### src/rtl/piso_tx_pkg.sv
// Shared types and defaults for the PISO transmit scheduler.
// Holds the FSM state encoding and the default word/gap geometry.
package piso_tx_pkg;

    typedef enum logic [1:0] {
        ST_IDLE  = 2'd0,
        ST_LOAD  = 2'd1,
        ST_SHIFT = 2'd2,
        ST_GAP   = 2'd3
    } state_e;

    localparam int WORD_W_DEF  = 10;
    localparam int GAP_CYC_DEF = 2;

    // Counter width for n states; never narrower than 1 bit.
    function automatic int cnt_w(input int n);
        return (n > 1) ? $clog2(n) : 1;
    endfunction

endpackage

### src/rtl/piso_tx_sched_if.sv
// Requester handshake and shifter-control bundle of the PISO transmit scheduler.
// master = requester/shifter side, slave = scheduler.
interface piso_tx_sched_if #(
    parameter int WORD_W = piso_tx_pkg::WORD_W_DEF
);
    logic              enable;
    logic              req0_valid;
    logic [WORD_W-1:0] req0_data;
    logic              req0_ready;
    logic              req1_valid;
    logic [WORD_W-1:0] req1_data;
    logic              req1_ready;
    logic              shf_load_n;
    logic [WORD_W-1:0] shf_data;
    logic              grant_id;
    logic              busy;
    logic              frame_start;
    logic              frame_done;

    modport master (
        output enable, req0_valid, req0_data, req1_valid, req1_data,
        input  req0_ready, req1_ready, shf_load_n, shf_data, grant_id,
               busy, frame_start, frame_done
    );

    modport slave (
        input  enable, req0_valid, req0_data, req1_valid, req1_data,
        output req0_ready, req1_ready, shf_load_n, shf_data, grant_id,
               busy, frame_start, frame_done
    );
endinterface

### src/rtl/piso_tx_sched_rr_arb2.sv
// Two-way round-robin arbiter: a lone requester wins, a tie goes to the one
// not granted last. The pointer only moves when the grant is actually taken.
module rr_arb2 (
    input  logic       clk,
    input  logic       reset,
    input  logic [1:0] req,
    input  logic       advance,
    output logic       grant_idx,
    output logic       grant_vld
);

    logic last_q;

    always_comb begin
        grant_vld = |req;
        if (&req) begin
            grant_idx = ~last_q;
        end else begin
            grant_idx = req[1];
        end
    end

    // Starting at 1 makes req0 the winner of the first contended round.
    always_ff @(posedge clk or posedge reset) begin
        if (reset) begin
            last_q <= 1'b1;
        end else if (advance && grant_vld) begin
            last_q <= grant_idx;
        end
    end

endmodule

### src/rtl/piso_tx_sched.sv
// Schedules words from two requesters onto a parallel-load shifter:
// accept -> LOAD (1 cycle) -> SHIFT (WORD_W cycles) -> GAP (GAP_CYC cycles).
module piso_tx_sched
    import piso_tx_pkg::*;
#(
    parameter int WORD_W  = WORD_W_DEF,
    parameter int GAP_CYC = GAP_CYC_DEF
) (
    input  logic           clk,
    input  logic           reset,
    piso_tx_sched_if.slave bus
);

    localparam int CNT_W = cnt_w(WORD_W);
    localparam int GAP_W = cnt_w(GAP_CYC);
    localparam logic [CNT_W-1:0] CNT_LAST = CNT_W'(WORD_W - 1);
    localparam logic [GAP_W-1:0] GAP_LAST = GAP_W'((GAP_CYC > 0) ? GAP_CYC - 1 : 0);

    state_e            state_q, state_d;
    logic [CNT_W-1:0]  cnt_q, cnt_d;
    logic [GAP_W-1:0]  gap_q, gap_d;
    logic [WORD_W-1:0] data_q, data_d;
    logic              gid_q, gid_d;
    logic              load_n_q, load_n_d;
    logic              busy_q, busy_d;
    logic              start_q, start_d;
    logic              done_q, done_d;
    logic              gnt_idx, gnt_vld, accept;

    rr_arb2 u_arb (
        .clk       (clk),
        .reset     (reset),
        .req       ({bus.req1_valid, bus.req0_valid}),
        .advance   (accept),
        .grant_idx (gnt_idx),
        .grant_vld (gnt_vld)
    );

    // Ready is combinational so a word offered in IDLE is taken that same cycle.
    assign accept         = !reset && (state_q == ST_IDLE) && bus.enable && gnt_vld;
    assign bus.req0_ready = accept && !gnt_idx;
    assign bus.req1_ready = accept && gnt_idx;

    always_comb begin
        state_d = state_q;
        cnt_d   = cnt_q;
        gap_d   = gap_q;
        data_d  = data_q;
        gid_d   = gid_q;
        unique case (state_q)
            ST_IDLE: begin
                if (accept) begin
                    state_d = ST_LOAD;
                    data_d  = gnt_idx ? bus.req1_data : bus.req0_data;
                    gid_d   = gnt_idx;
                end
            end
            ST_LOAD: begin
                state_d = ST_SHIFT;
                cnt_d   = '0;
            end
            ST_SHIFT: begin
                if (cnt_q == CNT_LAST) begin
                    state_d = (GAP_CYC > 0) ? ST_GAP : ST_IDLE;
                    cnt_d   = '0;
                    gap_d   = '0;
                end else begin
                    cnt_d = cnt_q + 1'b1;
                end
            end
            ST_GAP: begin
                if (gap_q == GAP_LAST) begin
                    state_d = ST_IDLE;
                    gap_d   = '0;
                end else begin
                    gap_d = gap_q + 1'b1;
                end
            end
            default: state_d = ST_IDLE;
        endcase
        // Outputs are decoded from the next state so they line up with state_q.
        load_n_d = (state_d != ST_LOAD);
        busy_d   = (state_d != ST_IDLE);
        start_d  = (state_d == ST_LOAD);
        done_d   = (state_d == ST_SHIFT) && (cnt_d == CNT_LAST);
    end

    always_ff @(posedge clk or posedge reset) begin
        if (reset) begin
            state_q  <= ST_IDLE;
            cnt_q    <= '0;
            gap_q    <= '0;
            data_q   <= '0;
            gid_q    <= 1'b0;
            load_n_q <= 1'b1;
            busy_q   <= 1'b0;
            start_q  <= 1'b0;
            done_q   <= 1'b0;
        end else begin
            state_q  <= state_d;
            cnt_q    <= cnt_d;
            gap_q    <= gap_d;
            data_q   <= data_d;
            gid_q    <= gid_d;
            load_n_q <= load_n_d;
            busy_q   <= busy_d;
            start_q  <= start_d;
            done_q   <= done_d;
        end
    end

    assign bus.shf_load_n  = load_n_q;
    assign bus.shf_data    = data_q;
    assign bus.grant_id    = gid_q;
    assign bus.busy        = busy_q;
    assign bus.frame_start = start_q;
    assign bus.frame_done  = done_q;

endmodule

### src/flat_wrapper.sv
// flat-port wrapper written by rule: the top's interface ports become plain ports
module piso_tx_sched_flat import piso_tx_pkg::*;
#(
    parameter int WORD_W  = WORD_W_DEF,
    parameter int GAP_CYC = GAP_CYC_DEF
)
  (clk, reset, bus_enable, bus_req0_valid, bus_req0_data, bus_req1_valid, bus_req1_data, bus_req0_ready, bus_req1_ready, bus_shf_load_n, bus_shf_data, bus_grant_id, bus_busy, bus_frame_start, bus_frame_done);
  piso_tx_sched_if #(.WORD_W(WORD_W)) bus_i ();
  input  logic clk;
  input  logic reset;
  input wire logic [$bits(bus_i.enable)-1:0] bus_enable;
  input wire logic [$bits(bus_i.req0_valid)-1:0] bus_req0_valid;
  input wire logic [$bits(bus_i.req0_data)-1:0] bus_req0_data;
  input wire logic [$bits(bus_i.req1_valid)-1:0] bus_req1_valid;
  input wire logic [$bits(bus_i.req1_data)-1:0] bus_req1_data;
  output wire logic [$bits(bus_i.req0_ready)-1:0] bus_req0_ready;
  output wire logic [$bits(bus_i.req1_ready)-1:0] bus_req1_ready;
  output wire logic [$bits(bus_i.shf_load_n)-1:0] bus_shf_load_n;
  output wire logic [$bits(bus_i.shf_data)-1:0] bus_shf_data;
  output wire logic [$bits(bus_i.grant_id)-1:0] bus_grant_id;
  output wire logic [$bits(bus_i.busy)-1:0] bus_busy;
  output wire logic [$bits(bus_i.frame_start)-1:0] bus_frame_start;
  output wire logic [$bits(bus_i.frame_done)-1:0] bus_frame_done;
  assign bus_i.enable = bus_enable;
  assign bus_i.req0_valid = bus_req0_valid;
  assign bus_i.req0_data = bus_req0_data;
  assign bus_i.req1_valid = bus_req1_valid;
  assign bus_i.req1_data = bus_req1_data;
  assign bus_req0_ready = bus_i.req0_ready;
  assign bus_req1_ready = bus_i.req1_ready;
  assign bus_shf_load_n = bus_i.shf_load_n;
  assign bus_shf_data = bus_i.shf_data;
  assign bus_grant_id = bus_i.grant_id;
  assign bus_busy = bus_i.busy;
  assign bus_frame_start = bus_i.frame_start;
  assign bus_frame_done = bus_i.frame_done;
  piso_tx_sched #(.WORD_W(WORD_W), .GAP_CYC(GAP_CYC)) u_core (.clk(clk), .reset(reset), .bus(bus_i));
endmodule
### config.mk
export PLATFORM = sky130hd
export DESIGN_NAME = piso_tx_sched_flat
export DESIGN_NICKNAME = d
export VERILOG_FILES = /design/src/rtl/piso_tx_pkg.sv /design/src/rtl/piso_tx_sched_if.sv /design/src/rtl/piso_tx_sched_rr_arb2.sv /design/src/rtl/piso_tx_sched.sv /design/src/flat_wrapper.sv
export SDC_FILE = /design/constraint.sdc
export NUM_CORES = 1
export LEC_CHECK = 0
export CAP_MARGIN = 20
export CORE_AREA = 2 2 54 56
export CTS_CLUSTER_DIAMETER = 40
export DETAILED_ROUTE_END_ITERATION = 7
export DIE_AREA = 0 0 56 58
export PLACE_DENSITY = 0.88
export SYNTH_ARGS = -nofsm -noshare
export SYNTH_HDL_FRONTEND = slang
export SYNTH_SLANG_ARGS = --single-unit
export TNS_END_PERCENT = 20
### constraint.sdc
create_clock -name clk -period 3.3 [get_ports clk]
set_clock_uncertainty 0.2 [all_clocks]
set_input_delay 0.495 -clock clk [delete_from_list [all_inputs] [get_ports clk]]
set_output_delay 0.495 -clock clk [all_outputs]
set_load 0.02 [all_outputs]
# Word-level counts from Yosys, hierarchy flattened
# Index checks and enable logic that the tools add are counted.
dict set report op_classes {
  addsub 2
  eq_ne 9
  mux 11
  bitwise_logic 1
  reduce_logical 16
}
# operator n
set ops {}
lappend ops {{2-to-1 mux 10 bit} 1}
lappend ops {{== test 4 bit, second input constant} 2}
lappend ops {{one-hot mux 2 bit (4 select lines)} 1}
lappend ops {{one-hot mux 4 bit (2 select lines)} 1}
lappend ops {{logical AND 1 bit} 7}
lappend ops {{== test 2 bit, second input constant} 3}
lappend ops {{2-to-1 mux 2 bit} 3}
lappend ops {{AND reduction 2 bit} 3}
lappend ops {{adder 4 x 1 -> 4 bit, second input constant} 1}
lappend ops {{== test 2 x 1 -> 1 bit, second input constant} 2}
lappend ops {{2-to-1 mux 4 bit} 1}
lappend ops {{!= test 2 x 1 -> 1 bit, second input constant} 2}
lappend ops {{nonzero test 2 bit} 2}
lappend ops {{2-to-1 mux 1 bit} 3}
lappend ops {{zero test 1 bit} 2}
lappend ops {{zero test 2 bit} 1}
lappend ops {{one-hot mux 1 bit (2 select lines)} 1}
lappend ops {{OR reduction 2 bit} 1}
lappend ops {{adder 1 bit, second input constant} 1}
lappend ops {{NOT 1 bit} 1}
dict set report totals {
  ff_bits 23
  inputBits 25
  out_inout_bits 17
  word_cells 49
}

# Logic depth before layout (Yosys ltp)
dict set report depth {
  depth_word 8
  depth_mapped 7
  depth_no_buf 7
}

# Modules after synthesis
# A second synthesis with hierarchy kept.
dict set report hier_totals {
  cells_unflattened 113
  hier_area_um2 1201.2
}
# mod n_inst cells_per_inst area_each_um2
set by_module_without_submodules {}
lappend by_module_without_submodules {piso_tx_sched 1 107 1146.1}
lappend by_module_without_submodules {rr_arb2 1 6 55.1}

# Least setup slack after synthesis
# Ideal clock, no wire load.
dict set report synth_path {
  path_kind {input port to output port}
  startpoint {input bus_req1_valid}
  endpoint {output bus_req0_ready}
  arrival_ps 1468
  required_ps 2605
  setup_slack_ps 1137
  path_stages 3
  path_buffers 1
  path_cell_list {a21boi_2 > buf_6 > nor4_1}
}
dict set report synth_via {
  elab_chain_len 4
  word_cells_on_any_way 6
  cone_classes {mux: 1; reduce/logical: 5}
}
# item line
set synth_rtl {}
lappend synth_rtl {{from (decl)} flat_wrapper.sv:14} ;# input wire logic [$bits(bus_i.req1_valid)-1:0] bus_req1_valid;
lappend synth_rtl {{AND reduction 2 bit} piso_tx_sched_rr_arb2.sv:16} ;# if (&req) begin
lappend synth_rtl {{2-to-1 mux 1 bit} piso_tx_sched_rr_arb2.sv:16}
lappend synth_rtl {{zero test 1 bit} piso_tx_sched.sv:41} ;# assign bus.req0_ready = accept && !gnt_idx;
lappend synth_rtl {{logical AND 1 bit (*)} piso_tx_sched.sv:41}
lappend synth_rtl {{to (decl)} flat_wrapper.sv:16} ;# output wire logic [$bits(bus_i.req0_ready)-1:0] bus_req0_ready;
# Every way passes the cells marked *; elsewhere a longest branch is shown, timed or not.

# Worst setup path in the final report
dict set report layout_path {
  startpoint {register u_core.state_q[1]}
  endpoint {output bus_req0_ready}
}
dict set report layout_via {
  elab_chain_len 5
}
# item line
set layout_rtl {}
lappend layout_rtl {{from (decl)} piso_tx_sched.sv:19} ;# state_e state_q, state_d;
lappend layout_rtl {{from (signal assigned)} piso_tx_sched.sv:100} ;# state_q <= state_d;
lappend layout_rtl {{zero test 2 bit} piso_tx_sched.sv:40} ;# assign accept = !reset && (state_q == ST_IDLE) && bus.enable && gnt_vld;
lappend layout_rtl {{logical AND 1 bit (3 in series)} piso_tx_sched.sv:40}
lappend layout_rtl {{logical AND 1 bit} piso_tx_sched.sv:41}
# No other way between the ends.

==> results.toml <==
[cts]
cts_root_buf = "clkbuf_4"
cts_tree = "built"
cts_resized = 0
clock_latency_ns = 0.30
clock_sinks = 23
cts_hold_buf = 0
cts_made_buffers = 3
htreeDepth = 1
max-clock-path-buffers = 2
clkSlewWorstSetupHoldPaths_ns = 0.12
cts_setup_buffers = 0

[synth]
synth-simple-area-share_pct = 16.35
synth-compound-area-share_pct = 12.19
syn-mean-instance-area_um2 = 10.54
synth_edf_count = 0
synth_area_leader_cell = "dfrtp_1"
ys_seq_area_share_pct = 48.12
synth_fa_ha_area_share_pct = 7.292
synth_top_family_by_area = "simple AND/OR/NAND/NOR gates"
synth_nets = 146
synthMuxAreaShare_pct = 11.04
syn_inst = 114
postSynth.asyncResetShare_pct = 100.0
synth_top_area_share_pct = 43.75
synth.area.top_cells = "dfrtp_1, mux2i_1, ha_1"
synth_xor_area_share_pct = 0
yosys-top-cells-count = "dfrtp_1, a21oi_1, mux2i_1, nor2_1, inv_1"
ys_warn_count = 0
synth_seq_cells = 23
yosysUniqueCellTypes = 36
synth_most_common_cell = "dfrtp_1"
synth_ff_type = "dfrtp_1"
syn_area_um2 = 1201

[floorplanning]
rows = 19
fp.dieW_um = 56
dieArea_um2 = 3248
io_pins = 42
start_util_pct = 45.11
die_h_um = 58
core-area_um2 = 2663

[sta]
fmax_mhz = 353.9
timing.setup.tns_ns = 0
holdWs_ns = 0.3441
relSlewSlack_pct = 44.01
slew_violations = 0
worstMarginPinSlew_ns = 0.8390
setup_viol = 0
finalCritPeriodShare_pct = 85.62
period_needed_ns = 2.826
finalHoldViolations = 0
rsz0062_at_grt = "false"

[layout]
insertedDiodeCount = 0
area_delta_synth_final_pct = 38.75
final_layout_size_suffix_gt1_share_pct = 9.554
nets = 190

[setup_path]
path_max_fanout = 5
path_class = "flip-flop to output port"
cp-end-kind = "output port"
cp.required_ns = 2.60
cp-start-kind = "flip-flop"
cp_data_arrival_time_ns = 2.13

[routing]
first_pass_iters = 4
finalWirelength_um = 2610
drc_errors = 0
drtIter0Drc = 20
drt-vias-per-instance = 5.346
num_vias = 1005
drtAntennaViolNets = 0
wl_per_cell_um = 13.88

[global_routing]
grt_pass1_vias = 1021
grt_max_degree = 24
grt_usage_pct = 17.41
grt_pass1_wl_um = 4498
grt_antenna_before_repair = 0
grt_overflow_total = 0

[pwr]
power.density_nw_per_um2 = 763.5
report.power.total_mw = 1.273
worst_ir_drop_vdd_mv = 0.6636
leakage_nw = 0.7180

[placement]
gp_congestion = 0.8732
dp_hpwl_um = 2056
port_buffers = 41

[status]
status = "completed"

[min_path]
hold_path.class = "flip-flop to flip-flop"

[job]
maxCapViolCount = 0
## routing by layer
metal	GRT usage [%]	share of wire (%)
met1	20.12	39
met5	0	0
met2	32.61	52
met4	4.082	0
met3	4.241	8.3
## placed cells by master, fill, tap and decap left out, types with 2 or more instances in the layout
| cell type | count |
|---|---|
| a21oi_1 | 11 |
| nand2b_1 | 2 |
| dfrtp_1 | 21 |
| mux2_2 | 2 |
| o21ai_0 | 3 |
| clkdlybuf4s50_1 | 41 |
| buf_4 | 2 |
| nor2_1 | 11 |
| ha_1 | 7 |
| mux2i_1 | 11 |
| nand2_1 | 7 |
| inv_1 | 8 |
| dfstp_2 | 2 |
| nor2b_1 | 2 |
| clkbuf_4 | 3 |
| o22ai_1 | 2 |
## power by group
part / switching [mW] / internal [mW]
Sequential: 0.0669 / 0.404
Clock: 0.0816 / 0.0452
Combinational: 0.358 / 0.318
## worst paths after layout
path	start	endpoint	slack, ns	cells after the start
max	u_core.state_q[1]	bus_req0_ready	0.47	5
min	u_core.bus.shf_data[4]	u_core.bus.shf_data[4]	0.34	2
max reg2reg	u_core.state_q[1]	u_core.bus.frame_done	1.27	6
min reg2reg	u_core.bus.shf_data[4]	u_core.bus.shf_data[4]	0.34	2
max in group asynchronous	reset	u_core.cnt_q[2]	1.77	2
min in group asynchronous	reset	u_core.gap_q	0.61	2
## sequential cells by signal (all words and copies together) (netlist names)
name and flops:
u_core.bus.shf_data 10, u_core.cnt_q 4, u_core.state_q 2, u_core.bus.busy 1, u_core.bus.frame_done 1, u_core.bus.frame_start 1, u_core.bus.grant_id 1, u_core.bus.shf_load_n 1
u_core.gap_q 1, u_core.u_arb.last_q 1
## through the flow
stage / setup WS, ns / instance area, um2 / util [%] / std cells
floorplan: 1.137 / 1201 / - / 114
global placement: 0.5015 / 1639 / 61.56 / 184
detailed placement: 0.4829 / 1639 / 61.56 / 184
CTS: 0.4495 / 1667 / 62.59 / 188
global route: 0.3416 / 1667 / 62.59 / 188
finish: 0.4744 / 1667 / 62.59 / 188
## worst max-delay path, stage by stage (launching register included)
cell and delay (ns):
dfrtp_1 0.45, inv_1 0.13, ha_1 0.15, nand2_1 0.11, nor4_1 0.32, clkdlybuf4s50_1 0.67
## kinds of logic after synthesis
| family | Yosys count |
|---|---|
| compound gates | 23 |
| fa+ha+maj | 7 |
| buf+inv | 13 |
| flops | 23 |
| mux | 13 |
| simple gates | 35 |
## final cells by class
cell class              instances  area (um2)
clock buffers                   3       22.52
clock inverters                 1       5.005
fillers                       213       996.0
inverters                       9       33.78
multi-input cells              78       563.0
flip-flops and latches         23       578.1
well taps                      31       38.79
repair buffers                 43       425.4
Note: power is estimated with default switching activity, not from simulation.
